--- config.mk ---
export PLATFORM = sky130hd
export DESIGN_NAME = instruction_decode_buffer_flat
export DESIGN_NICKNAME = d
export VERILOG_FILES = /design/src/rtl/instruction_decode_buffer_if.sv /design/src/rtl/instruction_decode_buffer.sv /design/src/flat_wrapper.sv
export SDC_FILE = /design/constraint.sdc
export NUM_CORES = 1
export LEC_CHECK = 0
export ABC_CLOCK_PERIOD_IN_PS = 3100
export BUFFER_PORTS_ARGS = -buffer_cell sky130_fd_sc_hd__buf_2
export CAP_MARGIN = 20
export CORE_AREA = 2 2 106 108
export DETAILED_ROUTE_END_ITERATION = 10
export DIE_AREA = 0 0 108 110
export GPL_ROUTABILITY_DRIVEN = 0
export PLACE_DENSITY = 0.76
export SYNTH_ARGS = -nofsm -noshare
export SYNTH_HDL_FRONTEND = slang
export SYNTH_SLANG_ARGS = --single-unit
--- constraint.sdc ---
create_clock -name clk -period 3.1 [get_ports clk]
set_clock_uncertainty 0.15 [all_clocks]
set_input_delay 0.775 -clock clk [delete_from_list [all_inputs] [get_ports clk]]
set_output_delay 0.775 -clock clk [all_outputs]
set_load 0.005 [all_outputs]
--- src/rtl/instruction_decode_buffer_if.sv ---
// Fetch-side and issue-side signals of the instruction decode buffer.
// master = manager/consumer environment, slave = the buffer itself.
interface instruction_decode_buffer_if;
    logic        readyFlag;
    logic [31:0] instructionInput;
    logic        fetchHold;
    logic        parallelFlag;
    logic [7:0]  parallelAddress;
    logic        outValid;
    logic        outReady;
    logic [3:0]  opcode;
    logic [3:0]  rd;
    logic [3:0]  rs1;
    logic [3:0]  rs2;
    logic [15:0] imm;
    logic        overflowFlag;
    logic        halted;

    modport master (
        output readyFlag, instructionInput, outReady,
        input  fetchHold, parallelFlag, parallelAddress, outValid,
               opcode, rd, rs1, rs2, imm, overflowFlag, halted
    );

    modport slave (
        input  readyFlag, instructionInput, outReady,
        output fetchHold, parallelFlag, parallelAddress, outValid,
               opcode, rd, rs1, rs2, imm, overflowFlag, halted
    );
endinterface

--- src/rtl/instruction_decode_buffer.sv ---
// Small FIFO between the instruction manager and execute: decodes the head word,
// redirects fetch on a jump and freezes issue on a halt.
module instruction_decode_buffer #(
    parameter int       DEPTH   = 4,
    parameter bit [3:0] JUMP_OP = 4'h8,
    parameter bit [3:0] HALT_OP = 4'hF
) (
    input  logic                          clk,
    input  logic                          rst,
    instruction_decode_buffer_if.slave    bus
);
    localparam int PW = (DEPTH > 2) ? $clog2(DEPTH) : 1;

    localparam logic [PW:0]   CNT_ONE  = (PW+1)'(1);
    localparam logic [PW:0]   CNT_FULL = (PW+1)'(DEPTH);
    localparam logic [PW:0]   CNT_HOLD = (PW+1)'(DEPTH - 1);
    localparam logic [PW-1:0] PTR_ONE  = PW'(1);

    typedef enum logic [1:0] {
        S_RUN      = 2'd0,
        S_REDIRECT = 2'd1,
        S_HALTED   = 2'd2
    } state_t;

    typedef struct packed {
        logic [3:0]  opcode;
        logic [3:0]  rd;
        logic [3:0]  rs1;
        logic [3:0]  rs2;
        logic [15:0] imm;
    } instr_t;

    state_t        state, state_nxt;
    logic [31:0]   mem [DEPTH];
    logic [PW-1:0] wr_ptr, rd_ptr;
    logic [PW:0]   count, count_nxt;

    logic          fetch_hold_q;
    logic          overflow_q;
    logic [7:0]    paddr_q;

    instr_t        head;
    logic          empty, full, run;
    logic          pop, pop_jump, pop_halt, push, drop;
    logic          out_valid, parallel_flag, halted_o;

    // ---------------------------------------------------------------- datapath control
    always_comb begin
        head     = instr_t'(mem[rd_ptr]);
        empty    = (count == '0);
        full     = (count == CNT_FULL);
        run      = (state == S_RUN);
        pop      = out_valid && bus.outReady;
        pop_jump = pop && (head.opcode == JUMP_OP);
        pop_halt = pop && (head.opcode == HALT_OP);
        // A jump flushes the queue, so a word arriving alongside it is lost too.
        push     = run && bus.readyFlag && (!full || pop) && !pop_jump;
        drop     = run && bus.readyFlag && full && !pop;
    end

    always_comb begin
        count_nxt = count;
        if (pop_jump)
            count_nxt = '0;
        else if (push && !pop)
            count_nxt = count + CNT_ONE;
        else if (pop && !push)
            count_nxt = count - CNT_ONE;
    end

    // ---------------------------------------------------------------- FSM
    always_ff @(posedge clk or posedge rst) begin
        if (rst)
            state <= S_RUN;
        else
            state <= state_nxt;
    end

    always_comb begin
        state_nxt     = state;
        out_valid     = 1'b0;
        parallel_flag = 1'b0;
        halted_o      = 1'b0;
        case (state)
            S_RUN: begin
                out_valid = !empty;
                if (pop_jump)
                    state_nxt = S_REDIRECT;
                else if (pop_halt)
                    state_nxt = S_HALTED;
            end
            S_REDIRECT: begin
                parallel_flag = 1'b1;
                state_nxt     = S_RUN;
            end
            S_HALTED: begin
                halted_o = 1'b1;
            end
            default: state_nxt = S_RUN;
        endcase
    end

    // ---------------------------------------------------------------- storage
    always_ff @(posedge clk) begin
        if (push)
            mem[wr_ptr] <= bus.instructionInput;
    end

    always_ff @(posedge clk or posedge rst) begin
        if (rst) begin
            wr_ptr       <= '0;
            rd_ptr       <= '0;
            count        <= '0;
            fetch_hold_q <= 1'b0;
            overflow_q   <= 1'b0;
            paddr_q      <= '0;
        end else begin
            count        <= count_nxt;
            // Hold looks at the post-update count so the manager sees it one cycle later;
            // the final slot covers the word already in flight.
            fetch_hold_q <= (count_nxt >= CNT_HOLD);
            if (drop)
                overflow_q <= 1'b1;
            if (pop_jump) begin
                wr_ptr  <= '0;
                rd_ptr  <= '0;
                paddr_q <= head.imm[7:0];
            end else begin
                if (push)
                    wr_ptr <= wr_ptr + PTR_ONE;
                if (pop)
                    rd_ptr <= rd_ptr + PTR_ONE;
            end
        end
    end

    // ---------------------------------------------------------------- outputs
    assign bus.fetchHold       = fetch_hold_q;
    assign bus.parallelFlag    = parallel_flag;
    assign bus.parallelAddress = paddr_q;
    assign bus.outValid        = out_valid;
    assign bus.overflowFlag    = overflow_q;
    assign bus.halted          = halted_o;
    assign bus.opcode          = empty ? 4'h0  : head.opcode;
    assign bus.rd              = empty ? 4'h0  : head.rd;
    assign bus.rs1             = empty ? 4'h0  : head.rs1;
    assign bus.rs2             = empty ? 4'h0  : head.rs2;
    assign bus.imm             = empty ? 16'h0 : head.imm;

endmodule

--- src/flat_wrapper.sv ---
// flat-port wrapper written by rule: the top's interface ports become plain ports
module instruction_decode_buffer_flat 
#(
    parameter int       DEPTH   = 4,
    parameter bit [3:0] JUMP_OP = 4'h8,
    parameter bit [3:0] HALT_OP = 4'hF
)
  (clk, rst, bus_readyFlag, bus_instructionInput, bus_outReady, bus_fetchHold, bus_parallelFlag, bus_parallelAddress, bus_outValid, bus_opcode, bus_rd, bus_rs1, bus_rs2, bus_imm, bus_overflowFlag, bus_halted);
  instruction_decode_buffer_if bus_i ();
  input  logic clk;
  input  logic rst;
  input wire logic [$bits(bus_i.readyFlag)-1:0] bus_readyFlag;
  input wire logic [$bits(bus_i.instructionInput)-1:0] bus_instructionInput;
  input wire logic [$bits(bus_i.outReady)-1:0] bus_outReady;
  output wire logic [$bits(bus_i.fetchHold)-1:0] bus_fetchHold;
  output wire logic [$bits(bus_i.parallelFlag)-1:0] bus_parallelFlag;
  output wire logic [$bits(bus_i.parallelAddress)-1:0] bus_parallelAddress;
  output wire logic [$bits(bus_i.outValid)-1:0] bus_outValid;
  output wire logic [$bits(bus_i.opcode)-1:0] bus_opcode;
  output wire logic [$bits(bus_i.rd)-1:0] bus_rd;
  output wire logic [$bits(bus_i.rs1)-1:0] bus_rs1;
  output wire logic [$bits(bus_i.rs2)-1:0] bus_rs2;
  output wire logic [$bits(bus_i.imm)-1:0] bus_imm;
  output wire logic [$bits(bus_i.overflowFlag)-1:0] bus_overflowFlag;
  output wire logic [$bits(bus_i.halted)-1:0] bus_halted;
  assign bus_i.readyFlag = bus_readyFlag;
  assign bus_i.instructionInput = bus_instructionInput;
  assign bus_i.outReady = bus_outReady;
  assign bus_fetchHold = bus_i.fetchHold;
  assign bus_parallelFlag = bus_i.parallelFlag;
  assign bus_parallelAddress = bus_i.parallelAddress;
  assign bus_outValid = bus_i.outValid;
  assign bus_opcode = bus_i.opcode;
  assign bus_rd = bus_i.rd;
  assign bus_rs1 = bus_i.rs1;
  assign bus_rs2 = bus_i.rs2;
  assign bus_imm = bus_i.imm;
  assign bus_overflowFlag = bus_i.overflowFlag;
  assign bus_halted = bus_i.halted;
  instruction_decode_buffer #(.DEPTH(DEPTH), .JUMP_OP(JUMP_OP), .HALT_OP(HALT_OP)) u_core (.clk(clk), .rst(rst), .bus(bus_i));
endmodule
==> qor.yml <==
post-route-period-util_pct: 95.3
initial_core_util_pct: 54.5
clk_latency_ns: 0.52
syn_inst: 296
cts-root-buf: "clkbuf_8"
status: "completed"
grt.overflow.total: 0
finalSetupTns_ns: 0
ios: 81
vias: 2974
areaGrowthSynthToFinish_pct: 20.2
setup-violations-final: 0
yosysTopAreaCell: "edfxtp_1"
clkTransAtPathRegs_ns: 0.06
numCtsBuffers: 17
routed.top_layer: "met4"
hpwlAfterDp_um: 6490
dr.pass1.iters: 5
drive_gt1_share_pct: 41.3
ys_warn_count: 0
routed_wl_um: 10800
die_area_um2: 11900
vias_per_cell: 5.49
max_slew.worst_pin.slew_ns: 0.877
dp_slack_ns: 0.200
clockBufferDepth: 2
cts_sinks: 147
rsz0062_at_grt: "false"
wl_met2_um: 5620
die_h_um: 110
setup_ws_ns: 0.145
diodes: 0
avgSynthCellArea_um2: 19.7
synth_nets: 339
grt_pass1_wl_um: 16800
htreeDepth: 4
fp.dieW_um: 108
final_cells: 542
final_common_cell: "edfxtp_1"
synth_compound_area_share_pct: 1.14
synth_ff_type: "edfxtp_1"
ant_nets: 0
end_kind: "output pin"
crit_chain: "buf_6 > mux4_2 > and2_1 > buf_2"
postCtsHoldBufs: 0
max-slew-margin-rel_pct: 41.5
timing.fmax_mhz: 338
maxCapViolCount: 0
ys_seq_area_share_pct: 74.1
wl_per_cell_um: 19.8
wl_met3_um: 512
final_cell_mix: "128 x edfxtp_1, 80 x buf_2, 33 x and2_1"
port_buffers: 80
synth_top_family_by_area: "multiplexers"
path_max_fanout: 15
critPathLaunchType: "register"
hold_viol: 0
slowest_stage: "mux4_2"
utilization_pct: 65.5
track_usage_pct: 19.9
crit_required_ns: 2.17
drt_iter0_markers: 199
min_path_type: "in2async"
synth_area_um2: 5830
synth_top_area_share_pct: 65.9
row_count: 38
first_global_vias: 3103
synth-xor-area-share_pct: 0.751
p_per_area_nw_per_um2: 1000
cts_tree: "done"
placed_cells: 509
antenna_found_initial: 0
wl_met1_um: 4530
period_needed_ns: 2.96
cellLeakagePower_nw: 2.59
core-area_um2: 10700
finalMaxSlewViolations: 0
arrival_ns: 2.03
critPathMaxStageDelay_ns: 0.55
yosys.cell_types.count: 36
synth-simple-area-share_pct: 6.48
vdd_drop_max_uv: 521
synth_mux_area_share_pct: 14.1
synthTopCellsByArea: "edfxtp_1 66%, mux4_2 12%, dfrtp_1 8.2%"
drc_errors: 0
synthAdderAreaFrac_pct: 1.50
ys_ff_latch: 147
synth_edf_count: 128
path_class: "reg2out"
fillers: 717
nets: 433
grt_max_degree: 34
async_flop_share_pct: 12.9
-- power by group --
part | switching, W | internal [W]
Combinational | 0.00109 | 0.00113
Clock | 0.000771 | 0.00127
Sequential | 0.000171 | 0.00260
-- registers in the layout, summed over array words and instances, names as in the netlist --
register,flops
u_core.bus.fetchHold,1
u_core.bus.overflowFlag,1
u_core.bus.parallelAddress,8
u_core.count,3
u_core.mem,128
u_core.rd_ptr,2
u_core.state,2
u_core.wr_ptr,2
-- per-stage QoR --
stage	power (W)	hold WS, ns	instance area (um2)
floorplan	0.00420	0.310	5830
global placement	0.00497	0.304	6380
detailed placement	0.00502	0.318	6380
CTS	0.00712	0.262	7000
global route	0.00744	0.300	7010
finish	0.00704	0.261	7010
-- per-layer routing --
layer,vias up,global-route usage (%)
li1,1346,-
met1,1535,25.5
met2,83,33.2
met3,10,5.41
met4,0,7.05
met5,-,0
-- worst paths after layout --
| path | to | depth (start not counted) | from | slack (ns) |
|---|---|---|---|---|
| min in group clk | u_core.mem[2][21] | 1 | bus_instructionInput[21] | 0.32 |
| worst max register to register | u_core.mem[1][11] | 7 | u_core.count[0] | 0.20 |
| worst min-delay path | u_core.state[1] | 2 | rst | 0.26 |
| worst min register to register | u_core.bus.overflowFlag | 1 | u_core.bus.overflowFlag | 0.33 |
| worst max-delay path | bus_imm[14] | 4 | u_core.rd_ptr[0] | 0.14 |
| max in group asynchronous | u_core.rd_ptr[0] | 2 | rst | 1.98 |
-- final cells by class --
class                           count  area [um2]  area share (%)
Sequential cell                   147        4320            61.7
Clock inverter                     11         154            2.20
Inverter                            8        35.0           0.500
Timing Repair Buffer               88         472            6.73
Clock buffer                       20         445            6.36
Multi-Input combinational cell    128        1410            20.1
Tap cell                          140         175            2.50
-- critical path, delay by kind of cell, from the launching register on --
| family | cells | cell delay [ns] |
|---|---|---|
| buffers and inverters | 2 | 0.37 |
| AND/OR/NAND/NOR | 1 | 0.17 |
| multiplexers | 1 | 0.55 |
| flip-flops | 1 | 0.42 |
-- cells in the mapped netlist, types with 2 or more instances --
cell      number
edfxtp_1     128
and2_1        33
and3_1         6
a21oi_1        2
o21ai_0        2
dfrtp_1       19
nand3_1        3
nand2b_1       2
nor3_1         2
nor2_1        10
ha_1           7
nand2_1        2
inv_1          7
xnor2_1        4
mux2_2         7
nor2b_1        3
mux4_2        32
buf_2          2
clkbuf_1       8
-- logic make-up after synthesis --
kind of cell | Yosys count
flops | 147
buf+inv | 21
mux | 41
simple gates | 65
compound gates | 10
xor+xnor | 5
fa+ha+maj | 7
-- timing repair --
action                     CTS  global route
resized for setup            2             1
hold endpoints to repair     0             0
setup endpoints to repair   26             1
buffers inserted             2             0
Note: power is estimated with default switching activity, not from simulation.
